File: config.mk
export PLATFORM = sky130hd
export DESIGN_NAME = uart_rx_os16
export DESIGN_NICKNAME = d
export VERILOG_FILES = /design/src/rtl/uart_rx_os16.sv
export SDC_FILE = /design/constraint.sdc
export NUM_CORES = 1
export LEC_CHECK = 0
export BUFFER_PORTS_ARGS = -buffer_cell sky130_fd_sc_hd__buf_2
export CORE_AREA = 2 2 104 66
export DETAILED_ROUTE_END_ITERATION = 10
export DIE_AREA = 0 0 106 68
export GPL_ROUTABILITY_DRIVEN = 0
export PLACE_DENSITY = 0.53
export SLEW_MARGIN = 20
export SYNTH_ARGS = -nofsm -noshare
export SYNTH_HDL_FRONTEND = slang
export SYNTH_SLANG_ARGS = --single-unit
export TNS_END_PERCENT = 100
File: constraint.sdc
create_clock -name clk_i -period 3.35 [get_ports clk_i]
set_input_delay 0.67 -clock clk_i [delete_from_list [all_inputs] [get_ports clk_i]]
set_output_delay 0.67 -clock clk_i [all_outputs]
set_load 0.02 [all_outputs]
File: src/rtl/uart_rx_os16.sv
// 16x-oversampling UART receiver: 2-FF synchroniser, 3-sample majority vote, false-start
// rejection, framing-error pulse. Define UART_RX_PARITY_EN to add a parity bit and rx_perr_o.
module uart_rx_os16 #(
  parameter int c_clkfreq  = 100_000_000,
  parameter int c_baudrate = 115_200,
  parameter int c_stopbit  = 1
`ifdef UART_RX_PARITY_EN
  , parameter bit c_parity_odd = 1'b0
`endif
) (
  input  logic       clk_i,
  input  logic       rst_i,
  input  logic       rx_i,
  output logic [7:0] rx_dout_o,
  output logic       rx_done_tick_o,
  output logic       rx_ferr_o,
`ifdef UART_RX_PARITY_EN
  output logic       rx_perr_o,
`endif
  output logic       rx_busy_o
);

  localparam int c_ticklim = c_clkfreq / (c_baudrate * 16);
  localparam int c_divw    = (c_ticklim > 1) ? $clog2(c_ticklim) : 1;

  typedef enum logic [2:0] {
    S_IDLE,
    S_START,
    S_DATA,
`ifdef UART_RX_PARITY_EN
    S_PARITY,
`endif
    S_STOP
  } state_t;

  state_t            state, state_nx;
  logic              rx_meta, rxs;
  logic [c_divw-1:0] div_cnt;
  logic              tick;
  logic [3:0]        s_cnt;
  logic [2:0]        samp;
  logic              s2_eff, maj;
  logic              armed;
  logic [2:0]        bit_idx;
  logic              stop_idx, final_stop;
  logic [7:0]        sreg;
  logic              start_det, shift_en, stop_inc, done_nx, ferr_nx;
`ifdef UART_RX_PARITY_EN
  logic              par_chk, par_err;
`endif

  assign tick       = (div_cnt == c_divw'(c_ticklim - 1));
  assign final_stop = (stop_idx == 1'(c_stopbit - 1));
  // The final stop bit is decided on the s_cnt=9 tick, before the third sample is registered.
  assign s2_eff     = (s_cnt == 4'd9) ? rxs : samp[2];
  assign maj        = (samp[0] & samp[1]) | (samp[0] & s2_eff) | (samp[1] & s2_eff);
  assign rx_busy_o  = (state != S_IDLE);

  // NOTE: every clocked process uses non-blocking assignments so all flops update together.
  always_ff @(posedge clk_i or posedge rst_i) begin
    if (rst_i) begin
      rx_meta <= 1'b1;
      rxs     <= 1'b1;
      state   <= S_IDLE;
    end else begin
      rx_meta <= rx_i;
      rxs     <= rx_meta;
      state   <= state_nx;
    end
  end

  // NOTE: all always_comb outputs get a default first, so no path can infer a latch.
  always_comb begin
    state_nx  = state;
    start_det = 1'b0;
    shift_en  = 1'b0;
    stop_inc  = 1'b0;
    done_nx   = 1'b0;
    ferr_nx   = 1'b0;
`ifdef UART_RX_PARITY_EN
    par_chk   = 1'b0;
`endif
    case (state)
      S_IDLE: begin
        if (armed && !rxs) begin
          start_det = 1'b1;
          state_nx  = S_START;
        end
      end
      S_START: begin
        if (tick && s_cnt == 4'd15) state_nx = maj ? S_IDLE : S_DATA;
      end
      S_DATA: begin
        if (tick && s_cnt == 4'd15) begin
          shift_en = 1'b1;
`ifdef UART_RX_PARITY_EN
          if (bit_idx == 3'd7) state_nx = S_PARITY;
`else
          if (bit_idx == 3'd7) state_nx = S_STOP;
`endif
        end
      end
`ifdef UART_RX_PARITY_EN
      S_PARITY: begin
        if (tick && s_cnt == 4'd15) begin
          par_chk  = 1'b1;
          state_nx = S_STOP;
        end
      end
`endif
      S_STOP: begin
        if (tick) begin
          if (final_stop && s_cnt == 4'd9) begin
            state_nx = S_IDLE;
            done_nx  = maj;
            ferr_nx  = !maj;
          end else if (!final_stop && s_cnt == 4'd15) begin
            if (!maj) begin
              ferr_nx  = 1'b1;
              state_nx = S_IDLE;
            end else begin
              stop_inc = 1'b1;
            end
          end
        end
      end
      default: state_nx = S_IDLE;
    endcase
  end

  // Divider and bit-phase counter restart on the start edge so samples land mid-bit.
  always_ff @(posedge clk_i or posedge rst_i) begin
    if (rst_i) begin
      div_cnt  <= '0;
      s_cnt    <= '0;
      samp     <= '0;
      armed    <= 1'b0;
      bit_idx  <= '0;
      stop_idx <= 1'b0;
      sreg     <= '0;
    end else begin
      if (start_det) begin
        div_cnt <= '0;
        s_cnt   <= '0;
      end else if (tick) begin
        div_cnt <= '0;
        s_cnt   <= s_cnt + 4'd1;
      end else begin
        div_cnt <= div_cnt + c_divw'(1);
      end

      if (tick) begin
        case (s_cnt)
          4'd7:    samp[0] <= rxs;
          4'd8:    samp[1] <= rxs;
          4'd9:    samp[2] <= rxs;
          default: ;
        endcase
      end

      if (start_det)                 armed <= 1'b0;
      else if (state == S_IDLE && rxs) armed <= 1'b1;

      if (start_det) begin
        bit_idx  <= '0;
        stop_idx <= 1'b0;
      end else begin
        if (shift_en) bit_idx  <= bit_idx + 3'd1;
        if (stop_inc) stop_idx <= 1'b1;
      end

      if (shift_en) sreg <= {maj, sreg[7:1]};
    end
  end

`ifdef UART_RX_PARITY_EN
  always_ff @(posedge clk_i or posedge rst_i) begin
    if (rst_i) begin
      par_err <= 1'b0;
    end else if (start_det) begin
      par_err <= 1'b0;
    end else if (par_chk) begin
      par_err <= ((^sreg) ^ maj) != c_parity_odd;
    end
  end
`endif

  always_ff @(posedge clk_i or posedge rst_i) begin
    if (rst_i) begin
      rx_dout_o      <= '0;
      rx_done_tick_o <= 1'b0;
      rx_ferr_o      <= 1'b0;
`ifdef UART_RX_PARITY_EN
      rx_perr_o      <= 1'b0;
`endif
    end else begin
      rx_done_tick_o <= done_nx;
      rx_ferr_o      <= ferr_nx;
`ifdef UART_RX_PARITY_EN
      rx_perr_o      <= (done_nx | ferr_nx) & par_err;
      if (done_nx && !par_err) rx_dout_o <= sreg;
`else
      if (done_nx) rx_dout_o <= sreg;
`endif
    end
  end

endmodule

==> key figures, run 1 <==
Power and ir drop
  • Worst vdd ir: roughly 0.22 mV
  • Design Power: approximately 1.1 mW
  • Power per cell area: about 540 nW/µm²
  • Leakage power: approximately 1.0 nW

Yosys
  • Cell taking the most area after synthesis: dfrtp_1
  • Synth area leaders: dfrtp_1, mux2_2, ha_1
  • Mapped Cells: roughly 150
  • Syn nets: between 150 and 200
  • Asr flop ratio synth: 1.00
  • Synthesized cell area: about 1800 µm²
  • Yosys warns: 0
  • Top_reg_cell synth: dfrtp_1
  • Syn_area_per_cell: approximately 12 µm²
  • Unique cell type count in the Yosys netlist: 36
  • Post-synth EDFFs: 0
  • Top-area cell type share of the netlist area: 0.526
  • Yosys reg bits: 40
  • Register area share after synthesis: 0.555

STA
  • Setup TNS: 0 ns
  • Fin worst setup slack: between 1 and 1.5 ns
  • Slew Viols, Final: 0
  • Least-Margin Pin Slew: ~0.67 ns
  • # setup viols final: 0
  • Final Cycle Share: 0.671
  • Hold Violations, Final: 0
  • Maximum clock frequency: ~440 MHz
  • Slew headroom: 0.551
  • Min cycle time layout: approximately 2.2 ns
  • Setup Skew: approximately 0.0035 ns
  • Min Hold Slack: roughly 0.36 ns
  • RSZ-0062 raised after global routing: no

Drt
  • WL/cell: approximately 12 µm
  • DR WL met3: ~170 µm
  • Uppermost layer routed: met4
  • Routed length on met1: roughly 1800 µm
  • Routed wl met2: 1050 µm
  • Final wirelength: between 3000 and 4000 µm
  • Vias: 1085
  • DRC: 0
  • DRT Pass-1 Iters: 4
  • Initial DRC count: about 50
  • Post-route ant nets: 0
  • Via density: ~4.3

Floorplanning
  • Die ar.: roughly 7200 µm²
  • Core Region: between 6000 and 7000 µm²
  • Initial Utilization: 0.284
  • Die Y: approximately 68 µm
  • Die width: between 100 and 150 µm
  • # rows: 23
  • IO Count: 14

Min path
  • WHS Path Cells: 0
  • Hold Crit Class: flop to flop

Worst setup path
  • Worst path bufs/invs: 1
  • Critical path class: flop to flop
  • Worst reg2reg path depth: 6
  • CP top delay family: simple AND/OR/NAND/NOR gates
  • Crit path depth: 6
  • Critical-path cell list: inv_1 > ha_1 > and4b_1 > a221oi_2 > nor4_4 > mux2_2
  • CP Max Fanout: 9
  • Crit path launch type: flop
  • Slowest cell on the critical path: nor4_4
  • CP max stage delay: between 0.6 and 0.7 ns
  • Critical Path RT: 3.53 ns
  • CP Capture Type: flop
  • CP arrival: ~2.4 ns
  • R2r setup slk: roughly 1.1 ns

Place
  • Dpl cells: approximately 250
  • DP Wirelength: roughly 2200 µm
  • Post-DP Area: approximately 2000 µm²
  • Input/output buffers: 13
  • Worst slack, placed: about 1.1 ns

CTS
  • CTS sink cnt: 40
  • CTS root buf: clkbuf_8
  • Reg clk slew, reported paths: roughly 0.07 ns
  • Post-cts sizing count: 0
  • CTS buffer count: 5
  • Number of buffers on the longest clock path: 2
  • Hold-fix buffers at CTS: 0
  • TritonCTS clock tree: yes
  • Clk_lat worst skew: 0.29 ns
  • Post-CTS Setup Bufs: 0
  • H-tree lvl count: 2

Cells and area
  • Diode count: 0
  • Commonest non-fill, non-tap cell in the layout: dfrtp_1
  • FILL cells: ~640
  • Final Net Count: 176
  • Synth-to-layout area growth: 15.9%
  • Cell Count, Final, Fillers Out: approximately 250
  • Finished Core Util: 0.330
  • Finished layout cell area: between 2000 and 2500 µm²
  • Share of layout cells above drive strength 1: 0.299
  • Commonest non-fill, non-tap cells in the layout: dfrtp_1, mux2_2, nor2_1

GRT
  • GR Util All Layers: 0.0984
  • Largest net degree at the start of global routing: 41
  • Initial antenna violation count: 0
  • First-pass GRT wire length: ~5300 µm
  • Vias in the first global route: between 1000 and 1500
  • Total gr overflow: 0

Outcome
  • Outcome: complete, no violations

Run
  • MaxCap Viol Count: 0
[state kept, by name, indices dropped and copies added (netlist names), 2 cells and up]
register and flops:
state 2, bit_idx 3, sreg 8, s_cnt 4, div_cnt 6, rx_dout_o 8, samp 3
[area by class of cell]
class / instances / area, µm² / share of cell area
Clock buffer: 6 / 72.6 / 0.0346
Timing Repair Buffer: 15 / 80.1 / 0.0382
Tap cell: 87 / 109 / 0.0519
Multi-Input combinational cell: 97 / 771 / 0.368
Clock inverter: 2 / 35.0 / 0.0167
Sequential cell: 40 / 1000 / 0.479
Inverter: 7 / 26.3 / 0.0125
[routing by layer]
layer	vias up	global-route usage
met5	-	0
met4	0	0.0345
met3	5	0.0448
met2	15	0.117
met1	512	0.149
li1	553	-
[synth_stat cells (2+ instances only)]
library cell,n
nor3b_1,3
nor2_1,14
nand3_1,4
xor2_1,2
o21ai_0,3
xnor2_1,5
inv_1,7
ha_1,7
nor3_1,2
nor4_1,2
dfrtp_1,38
nand4b_1,2
dfstp_2,2
nand2_1,11
nand3b_1,2
mux2_2,20
o211ai_1,2
and2_1,2
[power by group]
part	switching, mW	internal (mW)	total, mW
logic	0.0797	0.0673	0.147
clock network	0.164	0.221	0.385
registers	0.0673	0.534	0.601
[cells by family after synthesis]
kind of cell,Yosys count,synth area share
AOI/OAI and AO/OA,11,0.0491
buffers and inverters,9,0.0194
adders and majority gates,7,0.0484
xor gates and xnor gates,7,0.0339
and+or+nand+nor,51,0.165
muxes,21,0.130
DFF,40,0.555
[final timing paths]
check                          endpoint     start
hold reg to reg                     rxs   rx_meta
hold / removal                      rxs   rx_meta
setup reg to reg           rx_dout_o[4]  s_cnt[1]
min in group asynchronous  rx_dout_o[3]     rst_i
setup / recovery           rx_dout_o[4]  s_cnt[1]
max in group asynchronous       rx_meta     rst_i
No activity file was read; power rests on OpenSTA's default activity.
==> run 2, diff against run 1 <==
Clock period 3.35 ns to 2.3 ns, I/O delays scaled along.
==> key figures, run 2 (same netlist as run 1, synthesis figures left out) <==
Outcome
  • Outcome: complete, no violations

Floorplanning
  • Core Region: between 6000 and 7000 µm²
  • # rows: 23
  • Die width: approximately 110 µm
  • Die ar.: between 7000 and 8000 µm²
  • IO Count: 14
  • Initial Utilization: 0.284
  • Die Y: roughly 68 µm

GRT
  • Initial antenna violation count: 0
  • First-pass GRT wire length: roughly 5300 µm
  • Vias in the first global route: between 1000 and 1500
  • Largest net degree at the start of global routing: between 40 and 50
  • GR Util All Layers: 0.0974
  • Total gr overflow: 0

Worst setup path
  • Crit path launch type: flop
  • CP Max Fanout: 9
  • Critical Path RT: ~2.5 ns
  • Setup crit start: s_cnt[0]
  • Critical path class: flop to flop
  • R2r startpoint: s_cnt[0]
  • CP arrival: roughly 2.2 ns
  • CP Capture Type: flop

STA
  • Final Cycle Share: 0.884
  • Min cycle time layout: just over 2 ns
  • Slew Viols, Final: 0
  • Setup TNS: 0 ns
  • Slew headroom: 0.659
  • Hold Violations, Final: 0
  • Maximum clock frequency: approximately 490 MHz
  • Min Hold Slack: around 0.28 ns
  • # setup viols final: 0
  • Least-Margin Pin Slew: around 0.5 ns
  • RSZ-0062 raised after global routing: no
  • Setup Skew: 0.00889 ns

Drt
  • Post-route ant nets: 0
  • DRC: 0
  • WL/cell: between 10 and 15 µm
  • DRT Pass-1 Iters: 4
  • Via density: 4.32
  • Final wirelength: around 3200 µm
  • Initial DRC count: 58
  • Vias: 1115

Place
  • DP Wirelength: approximately 2300 µm
  • Dpl cells: 249
  • Input/output buffers: 13

Power and ir drop
  • Power per cell area: 735 nW/µm²
  • Worst vdd ir: 0.281 mV
  • Leakage power: 1.01 nW
  • Design Power: roughly 1.5 mW

CTS
  • TritonCTS clock tree: yes
  • Reg clk slew, reported paths: around 0.08 ns
  • Number of buffers on the longest clock path: 2
  • Post-CTS Setup Bufs: 0
  • H-tree lvl count: 2
  • CTS sink cnt: 40
  • Clk_lat worst skew: a little under 0.3 ns
  • Post-cts sizing count: 0
  • CTS root buf: clkbuf_8
  • CTS buffer count: 5
  • Hold-fix buffers at CTS: 0

Cells and area
  • Diode count: 0
  • FILL cells: approximately 630
  • Share of layout cells above drive strength 1: 0.310
  • Synth-to-layout area growth: 16.1%
  • Cell Count, Final, Fillers Out: approximately 260
  • Commonest non-fill, non-tap cell in the layout: dfrtp_1
  • Top Registers: rx_dout_o (8), sreg (8), div_cnt (6)
  • Commonest non-fill, non-tap cells in the layout: dfrtp_1, mux2_2, nor2_1
  • Final Net Count: between 150 and 200

Run
  • MaxCap Viol Count: 0

Min path
  • Hold Crit Class: input pin to asynchronous set/reset pin
[run 2: cell count changes in the layout (fill, tap and decap cells not counted), sizes merged]
cell and delta:
buf +4, bufinv -1, clkbuf +1
[run 2: report_power, final]
part / switching, mW / leakage [nW] / internal [mW] / total (mW)
clock network: 0.232 / 0.0422 / 0.213 / 0.445
logic: 0.139 / 0.435 / 0.109 / 0.248
registers: 0.0727 / 0.535 / 0.778 / 0.851
total: 0.443 / 1.01 / 1.10 / 1.54
[run 2: critical path: stages, from the launching register on]
cell and delay [ns]:
dfrtp_1 0.44, ha_1 0.25, and4b_1 0.21, a221oi_2 0.48, nor4_4 0.07, buf_4 0.19, mux2_2 0.27
[run 2: worst paths after layout]
check | depth (start not counted) | end | slack (ns)
min in group clk_i | 1 | rx_meta | 0.28
max in group asynchronous | 3 | rx_meta | 1.64
max reg2reg | 6 | rx_dout_o[4] | 0.27
min reg2reg | 0 | rxs | 0.36
max | 6 | rx_dout_o[4] | 0.27
min | 3 | rx_dout_o[3] | 0.28
[run 2: area by class of cell]
| type | instances | area, µm² | share of cell area |
|---|---|---|---|
| Sequential cell | 40 | 1000 | 0.478 |
| Multi-Input combinational cell | 97 | 771 | 0.367 |
| Timing Repair Buffer | 19 | 110 | 0.0524 |
| Tap cell | 87 | 109 | 0.0518 |
| Clock buffer | 7 | 76.3 | 0.0363 |
| Inverter | 7 | 26.3 | 0.0125 |
| Clock inverter | 1 | 5.00 | 0.00238 |
[run 2: metrics by stage]
step | cell area (µm²) | utilization | worst slack, ns
floorplan | 1810 | - | 0.342
global placement | 2010 | 0.316 | 0.157
detailed placement | 2010 | 0.316 | 0.0993
CTS | 2090 | 0.329 | 0.0888
global route | 2100 | 0.330 | 0.150
finish | 2100 | 0.330 | 0.267
[run 2: routing by layer]
layer / track usage / wire length, µm / up-vias
met2: 0.117 / 1210 / 15
met1: 0.157 / 1900 / 539
met4: 0.0197 / 0 / 0
met5: 0 / 0 / -
li1: - / - / 561
met3: 0.0362 / 102 / 0
